[src/rtl/dkong_audio_pkg.sv]
// Shared constants, types and helpers for the Donkey Kong sound-board mixer.
// Gains are Q2.6, so GAIN_UNITY corresponds to a shift of GAIN_SHIFT.
package dkong_audio_pkg;

    localparam int unsigned GAIN_UNITY = 64;
    localparam int unsigned GAIN_SHIFT = 6;

    typedef enum logic [1:0] {
        IDLE,
        ACC,
        DEC,
        OUT
    } mix_state_t;

    typedef struct packed {
        logic        clip;
        logic [15:0] val;
    } sat16_t;

    function automatic int unsigned clog2(input int unsigned n);
        int unsigned r;
        r = 0;
        for (int i = 0; i < 32; i++) begin
            if ((64'd1 << i) < 64'(n)) begin
                r = unsigned'(i + 1);
            end
        end
        return r;
    endfunction

    // Offset-binary samples become two's complement by flipping the MSB.
    function automatic logic signed [31:0] to_signed_sample(input logic [31:0] dat,
                                                            input int unsigned width,
                                                            input logic is_signed);
        logic [31:0] v;
        v = dat << (32 - width);
        if (!is_signed) begin
            v[31] = ~v[31];
        end
        return $signed(v) >>> (32 - width);
    endfunction

    function automatic sat16_t sat16(input logic signed [63:0] acc);
        sat16_t r;
        if (acc > 64'sd32767) begin
            r.val  = 16'h7FFF;
            r.clip = 1'b1;
        end else if (acc < -64'sd32768) begin
            r.val  = 16'h8000;
            r.clip = 1'b1;
        end else begin
            r.val  = acc[15:0];
            r.clip = 1'b0;
        end
        return r;
    endfunction

endpackage

[src/rtl/dkong_audio_tick_gen.sv]
// Free-running divider producing a one-cycle strobe every CLOCK_RATE/RATE cycles.
// The first strobe appears on the cycle right after reset is released.
module dkong_audio_tick_gen
    import dkong_audio_pkg::*;
#(
    parameter int unsigned CLOCK_RATE = 24576000,
    parameter int unsigned RATE       = 96000
) (
    input  logic clk,
    input  logic reset_n,
    output logic strobe
);

    localparam int unsigned TICKS = CLOCK_RATE / RATE;
    localparam int unsigned CNT_W = (clog2(TICKS) > 0) ? clog2(TICKS) : 1;
    localparam logic [CNT_W-1:0] LAST = CNT_W'(TICKS - 1);

    if (TICKS < 1) begin : g_bad_ticks
        $error("dkong_audio_tick_gen: RATE must not exceed CLOCK_RATE");
    end

    logic [CNT_W-1:0] cnt_q;
    logic             strobe_q;

    always_ff @(posedge clk) begin
        if (!reset_n) begin
            cnt_q    <= LAST;
            strobe_q <= 1'b0;
        end else begin
            cnt_q    <= (cnt_q == LAST) ? '0 : cnt_q + CNT_W'(1);
            strobe_q <= (cnt_q == LAST);
        end
    end

    assign strobe = strobe_q;

endmodule

[src/rtl/dkong_audio_mixer.sv]
// N-channel mixer: snapshots channels on the oversample strobe, sums gained samples
// through one shared multiplier, averages OVERSAMPLE groups and saturates to 16 bits.
module dkong_audio_mixer
    import dkong_audio_pkg::*;
#(
    parameter int unsigned NUM_CH      = 4,
    parameter int unsigned IN_W        = 16,
    parameter int unsigned GAIN_W      = 8,
    parameter int unsigned CLOCK_RATE  = 24576000,
    parameter int unsigned SAMPLE_RATE = 48000,
    parameter int unsigned OVERSAMPLE  = 2
) (
    input  logic                     W_CLK_24576M,
    input  logic                     W_RESETn,
    input  logic [NUM_CH*IN_W-1:0]   I_CH_DAT,
    input  logic [NUM_CH-1:0]        I_CH_SIGNED,
    input  logic [NUM_CH*GAIN_W-1:0] I_CH_GAIN,
    input  logic [NUM_CH-1:0]        I_CH_MUTE,
    output logic                     O_OS_CLK_EN,
    output logic [15:0]              O_SOUND_DAT,
    output logic                     O_SAMPLE_VALID,
    output logic                     O_CLIP
);

    localparam int unsigned TICKS     = CLOCK_RATE / (SAMPLE_RATE * OVERSAMPLE);
    localparam int unsigned CH_LOG    = clog2(NUM_CH);
    localparam int unsigned OS_LOG    = clog2(OVERSAMPLE);
    localparam int unsigned CH_W      = (CH_LOG > 0) ? CH_LOG : 1;
    localparam int unsigned OS_W      = (OS_LOG > 0) ? OS_LOG : 1;
    localparam int unsigned PROD_W    = IN_W + GAIN_W + 1;
    localparam int unsigned ACC_W     = PROD_W + CH_LOG + OS_LOG;
    localparam int unsigned OUT_SHIFT = GAIN_SHIFT + OS_LOG;

    if (NUM_CH < 1 || NUM_CH > 16) begin : g_bad_num_ch
        $error("dkong_audio_mixer: NUM_CH must be in 1..16");
    end
    if (OVERSAMPLE == 0 || (OVERSAMPLE & (OVERSAMPLE - 1)) != 0) begin : g_bad_os
        $error("dkong_audio_mixer: OVERSAMPLE must be a power of 2");
    end
    if (NUM_CH + 3 > TICKS) begin : g_bad_ticks
        $error("dkong_audio_mixer: group does not fit between oversample strobes");
    end
    if (IN_W > 32 || ACC_W > 64) begin : g_bad_width
        $error("dkong_audio_mixer: IN_W or accumulator width too large");
    end

    logic os_clk_en;

    dkong_audio_tick_gen #(
        .CLOCK_RATE (CLOCK_RATE),
        .RATE       (SAMPLE_RATE * OVERSAMPLE)
    ) u_tick_gen (
        .clk     (W_CLK_24576M),
        .reset_n (W_RESETn),
        .strobe  (os_clk_en)
    );

    assign O_OS_CLK_EN = os_clk_en;

    // Snapshot holds already-converted samples; a muted channel is stored with zero gain.
    logic signed [IN_W-1:0] samp_q [NUM_CH];
    logic [GAIN_W-1:0]      gain_q [NUM_CH];
    logic                   snap_en;

    always_ff @(posedge W_CLK_24576M) begin
        if (snap_en) begin
            for (int k = 0; k < NUM_CH; k++) begin
                samp_q[k] <= IN_W'(to_signed_sample(32'(I_CH_DAT[k*IN_W +: IN_W]), IN_W,
                                                    I_CH_SIGNED[k]));
                gain_q[k] <= I_CH_MUTE[k] ? '0 : I_CH_GAIN[k*GAIN_W +: GAIN_W];
            end
        end
    end

    mix_state_t               state_q, state_d;
    logic [CH_W-1:0]          ch_q, ch_d;
    logic [OS_W-1:0]          os_q, os_d;
    logic signed [ACC_W-1:0]  group_acc_q, group_acc_d;
    logic signed [ACC_W-1:0]  dec_acc_q, dec_acc_d;
    logic [15:0]              sound_q, sound_d;
    logic                     valid_q, valid_d;
    logic                     clip_q, clip_d;

    // Single shared multiplier, fed by the channel selected by ch_q.
    logic signed [IN_W-1:0]   mul_a;
    logic [GAIN_W-1:0]        mul_b;
    logic signed [PROD_W-1:0] prod;

    assign mul_a = samp_q[ch_q];
    assign mul_b = gain_q[ch_q];
    assign prod  = PROD_W'(mul_a) * PROD_W'($signed({1'b0, mul_b}));

    logic signed [ACC_W-1:0] sum_full;
    logic signed [ACC_W-1:0] shifted;
    sat16_t                  sat;

    assign sum_full = dec_acc_q + group_acc_q;
    assign shifted  = sum_full >>> OUT_SHIFT;
    assign sat      = sat16(64'(shifted));

    always_comb begin
        state_d     = state_q;
        ch_d        = ch_q;
        os_d        = os_q;
        group_acc_d = group_acc_q;
        dec_acc_d   = dec_acc_q;
        sound_d     = sound_q;
        valid_d     = 1'b0;
        clip_d      = 1'b0;
        snap_en     = 1'b0;

        unique case (state_q)
            IDLE: begin
                if (os_clk_en) begin
                    snap_en = 1'b1;
                    ch_d    = '0;
                    state_d = ACC;
                end
            end
            ACC: begin
                group_acc_d = group_acc_q + ACC_W'(prod);
                if (ch_q == CH_W'(NUM_CH - 1)) begin
                    state_d = DEC;
                end else begin
                    ch_d = ch_q + CH_W'(1);
                end
            end
            DEC: begin
                dec_acc_d   = sum_full;
                group_acc_d = '0;
                if (os_q == OS_W'(OVERSAMPLE - 1)) begin
                    // Output is registered here so the valid pulse lands in the OUT cycle.
                    os_d    = '0;
                    sound_d = {~sat.val[15], sat.val[14:0]};
                    valid_d = 1'b1;
                    clip_d  = sat.clip;
                    state_d = OUT;
                end else begin
                    os_d    = os_q + OS_W'(1);
                    state_d = IDLE;
                end
            end
            OUT: begin
                dec_acc_d = '0;
                state_d   = IDLE;
            end
            default: state_d = IDLE;
        endcase
    end

    always_ff @(posedge W_CLK_24576M) begin
        if (!W_RESETn) begin
            state_q     <= IDLE;
            ch_q        <= '0;
            os_q        <= '0;
            group_acc_q <= '0;
            dec_acc_q   <= '0;
            sound_q     <= 16'h8000;
            valid_q     <= 1'b0;
            clip_q      <= 1'b0;
        end else begin
            state_q     <= state_d;
            ch_q        <= ch_d;
            os_q        <= os_d;
            group_acc_q <= group_acc_d;
            dec_acc_q   <= dec_acc_d;
            sound_q     <= sound_d;
            valid_q     <= valid_d;
            clip_q      <= clip_d;
        end
    end

    assign O_SOUND_DAT    = sound_q;
    assign O_SAMPLE_VALID = valid_q;
    assign O_CLIP         = clip_q;

endmodule

[config.mk]
export PLATFORM = sky130hd
export DESIGN_NAME = dkong_audio_mixer
export DESIGN_NICKNAME = d
export VERILOG_FILES = /design/src/rtl/dkong_audio_pkg.sv /design/src/rtl/dkong_audio_tick_gen.sv /design/src/rtl/dkong_audio_mixer.sv
export SDC_FILE = /design/constraint.sdc
export NUM_CORES = 1
export LEC_CHECK = 0
export ABC_AREA = 0
export CELL_PAD_IN_SITES_DETAIL_PLACEMENT = 0
export CELL_PAD_IN_SITES_GLOBAL_PLACEMENT = 1
export CORE_MARGIN = 1.5
export CORE_UTILIZATION = 51
export DETAILED_ROUTE_END_ITERATION = 6
export PLACE_DENSITY = 0.94
export RECOVER_POWER = 100
export SETUP_SLACK_MARGIN = 0.2
export SYNTH_ARGS = -nofsm -noshare
export SYNTH_HDL_FRONTEND = slang
export SYNTH_SLANG_ARGS = --single-unit
[constraint.sdc]
create_clock -name W_CLK_24576M -period 11.5 [get_ports W_CLK_24576M]
set_clock_uncertainty 0.2 [all_clocks]
set_input_delay 2.3 -clock W_CLK_24576M [delete_from_list [all_inputs] [get_ports W_CLK_24576M]]
set_output_delay 2.3 -clock W_CLK_24576M [all_outputs]
set_load 0.02 [all_outputs]
==> results of run 1 <==
-- cell usage after synthesis (all sizes together) (2+ instances only) --
library cell / number / area share
a31oi: 7 / 0.0030
nand3: 17 / 0.0062
ha: 95 / 0.082
o31ai: 3 / 0.0035
a22oi: 15 / 0.012
mux4: 24 / 0.037
nand4: 5 / 0.0026
fa: 129 / 0.18
mux2i: 29 / 0.020
or2: 2 / 0.00087
nand3b: 2 / 0.0010
o21ai: 54 / 0.019
o21a: 9 / 0.0047
o22ai: 7 / 0.0030
dfxtp: 90 / 0.12
o21bai: 7 / 0.0036
or3: 9 / 0.0042
a32oi: 4 / 0.0037
xor2: 15 / 0.0091
xnor2: 32 / 0.020
and2: 95 / 0.041
o32ai: 3 / 0.0018
nor3: 13 / 0.0045
inv: 215 / 0.056
a211oi: 15 / 0.0090
a31o: 3 / 0.0018
nor2b: 45 / 0.020
o211ai: 6 / 0.0031
o311ai: 2 / 0.0012
a21o: 19 / 0.0099
nand2: 119 / 0.031
buf: 12 / 0.0044
a21boi: 11 / 0.0057
nand2b: 10 / 0.0043
and3: 9 / 0.0039
o2111a: 3 / 0.0024
edfxtp: 96 / 0.20
clkbuf: 31 / 0.0083
nor2: 65 / 0.017
a21oi: 66 / 0.023
-- metal layers --
| metal | routed length, µm | up-vias |
|---|---|---|
| met5 | 0 | - |
| met4 | 312 | 0 |
| met3 | 1160 | 24 |
| met2 | 13600 | 275 |
| met1 | 13700 | 4804 |
| li1 | - | 4936 |
-- registers in the layout, indices dropped and copies added (netlist names), named ones only --
name,count
samp_q,64
state_q,2
u_tick_gen.strobe,1
u_tick_gen.cnt_q,8
O_CLIP,1
O_SOUND_DAT,16
dec_acc_q,28
os_q,1
O_SAMPLE_VALID,1
ch_q,2
group_acc_q,28
gain_q,32
-- final cells by class --
cell class                 instances  area [µm²]  share of cell area
multi-input combinational        966        8750               0.527
sequential                       186        4680               0.282
timing repair buffer             128        1260              0.0759
inverter                         215         807              0.0486
tap                              378         473              0.0285
clock buffer                      17         425              0.0256
clock inverter                    15         199              0.0120
antenna                            1        2.50            0.000151
-- path summary, 6_finish.rpt --
path,start,to,slack (ps)
worst max-delay path,register,group_acc_q[21],4040
worst min register to register,O_SOUND_DAT[15],O_SOUND_DAT[15],240
worst min-delay path,O_SOUND_DAT[15],O_SOUND_DAT[15],240
worst max register to register,register,group_acc_q[21],4040
-- metrics by stage --
step                      hold slack, ps  instances  instance area, µm²
final                                242       1906               16600
after global routing                 299       1906               16600
after CTS                            248       1905               16600
after detailed placement             235       1873               16000
after global placement               234       1873               16000
after floorplan                      253       1410               14400
-- worst max-delay path: stages, from the launching register on --
cell,delay (ps)
dfxtp_1,1400
mux4_2,800
and2_0,220
fa_1,560
fa_1,440
fa_1,510
fa_1,540
inv_1,50
fa_1,500
inv_1,40
ha_1,340
a21o_1,170
a21o_1,170
a21oi_1,170
nand2_1,90
o2111ai_1,400
a21boi_0,200
o21ai_0,250
mux2i_1,220
nand2_1,70
-- logic make-up (layout without fill, tap and decap cells) --
kind of cell / after synthesis / after routing / synth area share
and+or+nand+nor: 397 / 397 / 0.140
DFF: 186 / 186 / 0.325
xor gates and xnor gates: 47 / 47 / 0.0296
adders and majority gates: 224 / 224 / 0.261
muxes: 53 / 53 / 0.0576
buffers and inverters: 258 / 375 / 0.0687
AOI/OAI and AO/OA: 245 / 245 / 0.118
other: 0 / 1 / 0
==> flow_summary.rst, run 1 <==
.. list-table::
   :header-rows: 1

   * - Metric
     - Value
   * - CTS tree
     - built
   * - Layout cell share with drive strength beyond 1
     - 0.0589
   * - Boundary pin count
     - 125
   * - Worst Setup End Kind
     - register
   * - # Max-Cap Violations
     - 2
   * - Shortest clock period the worst path allows after layout
     - between 7000 and 8000 ps
   * - Required time reported for the critical path endpoint
     - between 10000 and 15000 ps
   * - Maximum net fanout on the critical path
     - 24
   * - Crit path arrival time
     - 7590 ps
   * - Fill cell total of the finished layout
     - 2317
   * - Routed wire length per instance
     - 15.1 µm
   * - Count of flip-flops with a built-in enable after synthesis
     - 96
   * - Final period util
     - 0.649
   * - CTS Sinks
     - 186
   * - Area of the core
     - 27800 µm²
   * - Resized cells post-CTS
     - 0
   * - Worst setup timing slack at the placement stage
     - 4600 ps
   * - RePlAce Congestion
     - 0.902
   * - Die span in y
     - 171 µm
   * - Met1 Usage GRT
     - 0.285
   * - Most used DFF post-synth
     - edfxtp_1
   * - Met2 Resource Use GR
     - 0.354
   * - Number of buffers added to fix hold violations after cts
     - 0
   * - Number of global-route vias before repair
     - 10127
   * - Wire length of the first global-routing pass
     - just under 50000 µm
   * - Synthesis-to-layout area growth
     - 15.1%
   * - Unrepaired setup endpoints after global routing
     - false
   * - Via density per instance
     - around 5.3
   * - Endpoints failing hold
     - 0
   * - Remaining global-route overflow
     - 0
   * - Asr flop ratio synth
     - 0
   * - First-pass iteration count of the detailed router
     - 7
   * - Buffers from clock root to sink, at most
     - 2
   * - Global Route Usage Sum
     - 0.211
   * - Worst Max-Slew Pin Slew
     - 4360 ps
   * - Category of the worst setup path launch point
     - register
   * - Path type of the worst min-delay path
     - register to register
   * - Most frequent cells in the layout
     - inv_1, fa_1, nand2_1, edfxtp_1, ha_1
   * - Post-CTS setup buffer count
     - 0
   * - Initial antenna violation count
     - 1
   * - DRC violation count after routing
     - 0
   * - Routing usage on met3
     - 0.0295
   * - Synth Register Bits
     - 186
   * - Number of input and output port buffers inserted
     - 124
   * - Number of nets at the end of the flow
     - 1844
   * - Number of cells on the worst reg-to-reg path
     - 19
   * - Maximum operating frequency
     - 134 MHz
   * - Gr busiest metal
     - met2
   * - Count of final max-slew check failures
     - approximately 110
   * - Post-Syn Area per Cell
     - between 10 and 15 µm²
   * - Initial cell density of the core
     - 0.520
   * - CTS Root Buffer Type
     - clkbuf_16
   * - Area of the die
     - a little under 30000 µm²
   * - Clk_lat worst skew
     - 450 ps
   * - Result of the run
     - complete, but fails checks
   * - Cts bufs inserted
     - 17
   * - Largest net degree at the start of global routing
     - 88
   * - Critical path start-end classification
     - register to register
   * - Library cells used by synthesis
     - 74
   * - Total routed wirelength
     - 28800 µm
   * - Gate Count Post-Synth
     - 1410
   * - Fraction of the yosys area taken by sequential cells
     - 0.325
   * - Final Worst Setup Slack
     - roughly 4000 ps
   * - Final Core Density
     - 0.598
   * - Total via count after detailed routing
     - roughly 10000
   * - Number of warnings printed during yosys synthesis
     - 0
   * - Setup-violating endpoint count in the final report
     - 0
   * - Setup TNS after final layout
     - 0 ps
   * - Most common library cell in the layout ignoring fill and taps
     - inv_1
   * - Die width
     - between 150 and 200 µm
   * - Final ANT Viol Nets
     - 0
   * - Level count of the clock H-tree
     - 4
   * - Half-perimeter wire length after detailed placement
     - about 22000 µm
   * - Starting DRC count in detailed routing
     - 712
   * - Count of cells along the worst hold path
     - 2
   * - Post-synthesis cell area
     - roughly 14000 µm²
   * - Number of standard-cell rows in the floorplan
     - 61
   * - Synth Net Count
     - 1740
   * - Clock slew seen by the registers of the worst setup and hold paths
     - 80 ps
   * - Violations in the final reports
     - max-capacitance violations, max-slew violations
   * - Worst rel slew slack
     - -1.91
Power of run 1 is left out: the tool's default activity adds up to more than one toggle a clock period on the data nets, which glitch-free logic cannot reach.
==> run 2: changes to the inputs <==
CORE_UTILIZATION = 47   (was 51)
PLACE_DENSITY = 0.88   (was 0.94)
clock period = 7.2 ns   (was 11.5 ns; I/O delays follow)
==> flow_summary.rst, run 2 (synthesized netlist as in run 1, its figures left out) <==
.. list-table::
   :header-rows: 1

   * - Metric
     - Value
   * - Result of the run
     - complete, but fails checks (unchanged)
   * - Violations in the final reports
     - max-capacitance violations, max-slew violations (unchanged)
   * - Setup TNS after final layout
     - 0 ps (unchanged)
   * - Final Instance Area
     - 16600 µm² (about the same)
   * - # Max-Cap Violations
     - 2 (unchanged)
   * - Starting DRC count in detailed routing
     - 477 (was 712)
   * - Category of the worst setup path launch point
     - register (unchanged)
   * - Most frequent cells in the layout
     - inv_1, fa_1, nand2_1, edfxtp_1, ha_1 (unchanged)
   * - Wire length of the first global-routing pass
     - 49200 µm (was 48900 µm)
   * - Count of final max-slew check failures
     - 100 (was 113)
   * - Initial cell density of the core
     - 0.482 (was 0.520)
   * - Largest register FFs
     - 64 (unchanged)
   * - Number of standard-cell rows in the floorplan
     - 63 (was 61)
   * - Area of the die
     - 31800 µm² (was 29300 µm²)
   * - Number of input and output port buffers inserted
     - 124 (unchanged)
   * - RePlAce Congestion
     - 0.874 (was 0.902)
   * - DRC violation count after routing
     - 0 (unchanged)
   * - Die width
     - 178 µm (was 171 µm)
   * - Resized cells post-CTS
     - 0 (unchanged)
   * - Buffers from clock root to sink, at most
     - 2 (unchanged)
   * - Remaining global-route overflow
     - 0 (unchanged)
   * - Clock slew seen by the registers of the worst setup and hold paths
     - 80 ps (about the same)
   * - Die span in y
     - 178 µm (was 171 µm)
   * - Level count of the clock H-tree
     - 4 (unchanged)
   * - Endpoints failing hold
     - 0 (unchanged)
   * - Unrepaired setup endpoints after global routing
     - false (unchanged)
   * - Area of the core
     - 30000 µm² (was 27800 µm²)
   * - Maximum net fanout on the critical path
     - 17 (was 24)
   * - Critical path start-end classification
     - register to register (unchanged)
   * - Boundary pin count
     - 125 (unchanged)
   * - First-pass iteration count of the detailed router
     - 4 (was 7)
   * - Most flops, register
     - samp_q (unchanged)
   * - Total routed wirelength
     - 28800 µm (about the same)
   * - Global Route Usage Sum
     - 0.195 (was 0.211)
   * - Setup-violating endpoint count in the final report
     - 0 (unchanged)
   * - Routed wire length per instance
     - 15.0 µm (was 15.1 µm)
   * - Sequential cell area
     - 4690 µm² (was 4680 µm²)
   * - Biggest regs
     - samp_q x64, gain_q x32 (unchanged)
   * - Cts bufs inserted
     - 17 (unchanged)
   * - Worst Setup End Kind
     - register (unchanged)
   * - Layout cell share with drive strength beyond 1
     - 0.0589 (about the same)
   * - Worst rel slew slack
     - -1.71 (was -1.91)
   * - Post-CTS setup buffer count
     - 0 (unchanged)
   * - Number of nets at the end of the flow
     - 1847 (was 1844)
   * - CTS Root Buffer Type
     - clkbuf_16 (unchanged)
   * - Final ANT Viol Nets
     - 0 (unchanged)
   * - Number of global-route vias before repair
     - 10170 (was 10127)
   * - Half-perimeter wire length after detailed placement
     - 23000 µm (was 22500 µm)
   * - Crit path arrival time
     - 6730 ps (was 7590 ps)
   * - Final period util
     - 0.916 (was 0.649)
   * - Count of cells along the worst hold path
     - 2 (unchanged)
   * - Fill cell total of the finished layout
     - 2634 (was 2317)
   * - Initial antenna violation count
     - 1 (unchanged)
   * - Worst Max-Slew Pin Slew
     - 4070 ps (was 4360 ps)
   * - Largest net degree at the start of global routing
     - 83 (was 88)
   * - Via density per instance
     - 5.15 (was 5.27)
   * - CTS Sinks
     - 186 (unchanged)
   * - Clk_lat worst skew
     - 440 ps (was 450 ps)
   * - Number of cells on the worst reg-to-reg path
     - 20 (was 19)
   * - Maximum operating frequency
     - 152 MHz (was 134 MHz)
   * - Post-placement cell area
     - 16000 µm² (about the same)
   * - Path type of the worst min-delay path
     - register to register (unchanged)
   * - Number of buffers added to fix hold violations after cts
     - 0 (unchanged)
   * - Final Core Density
     - 0.553 (was 0.598)
   * - Most common library cell in the layout ignoring fill and taps
     - inv_1 (unchanged)
   * - Shortest clock period the worst path allows after layout
     - 6600 ps (was 7460 ps)
   * - Multi-input logic area
     - 8720 µm² (was 8750 µm²)
   * - CTS tree
     - built (unchanged)
   * - Total via count after detailed routing
     - 9887 (was 10039)
   * - Required time reported for the critical path endpoint
     - 7340 ps (was 11630 ps)
   * - Synthesis-to-layout area growth
     - 14.8% (was 15.1%)
-- run 2: layout make-up --
| type | instances | share of cell area |
|---|---|---|
| Sequential cell | 186 | 0.283 |
| Multi-Input combinational cell | 966 | 0.526 |
| Timing Repair Buffer | 131 | 0.0782 |
| Antenna cell | 1 | 0.000151 |
| Clock buffer | 17 | 0.0257 |
| Tap cell | 390 | 0.0295 |
| Clock inverter | 14 | 0.00884 |
| Inverter | 215 | 0.0487 |
-- run 2: critical path, stage by stage, from the launching register on --
cell and delay [ps]:
dfxtp_2 510, buf_12 230, mux4_2 620, and2_0 230, fa_1 530, fa_1 440
fa_1 510, fa_1 550, inv_1 50, fa_1 490, inv_1 40, ha_1 350
a21o_1 180, a21o_1 170, a21oi_1 160, nand2_1 80, o2111ai_1 410, a21boi_0 210
o21ai_0 240, mux2i_1 200, nand2_1 60
-- run 2: layer usage --
layer,global-route usage,share of wire,vias up
met5,0,0,-
met4,0.0535,0.015,0
met3,0.0352,0.043,34
met2,0.321,0.46,247
met1,0.265,0.49,4663
li1,-,-,4943
-- run 2: final timing paths --
| kind | startpoint | endpoint | slack (ps) |
|---|---|---|---|
| worst max-delay path | register | group_acc_q[21] | 600 |
| worst min-delay path | O_SOUND_DAT[15] | O_SOUND_DAT[15] | 250 |
| worst max register to register | register | group_acc_q[21] | 600 |
| worst min register to register | O_SOUND_DAT[15] | O_SOUND_DAT[15] | 250 |
-- run 2: per-stage QoR --
stage / setup slack [ps] / hold slack (ps) / cells
after floorplan: 550 / 253 / 1410
after global placement: 739 / 235 / 1888
after detailed placement: 639 / 244 / 1888
after CTS: 625 / 255 / 1919
after global routing: 319 / 265 / 1920
final: 603 / 246 / 1920
Power of run 2 is left out for the same reason.
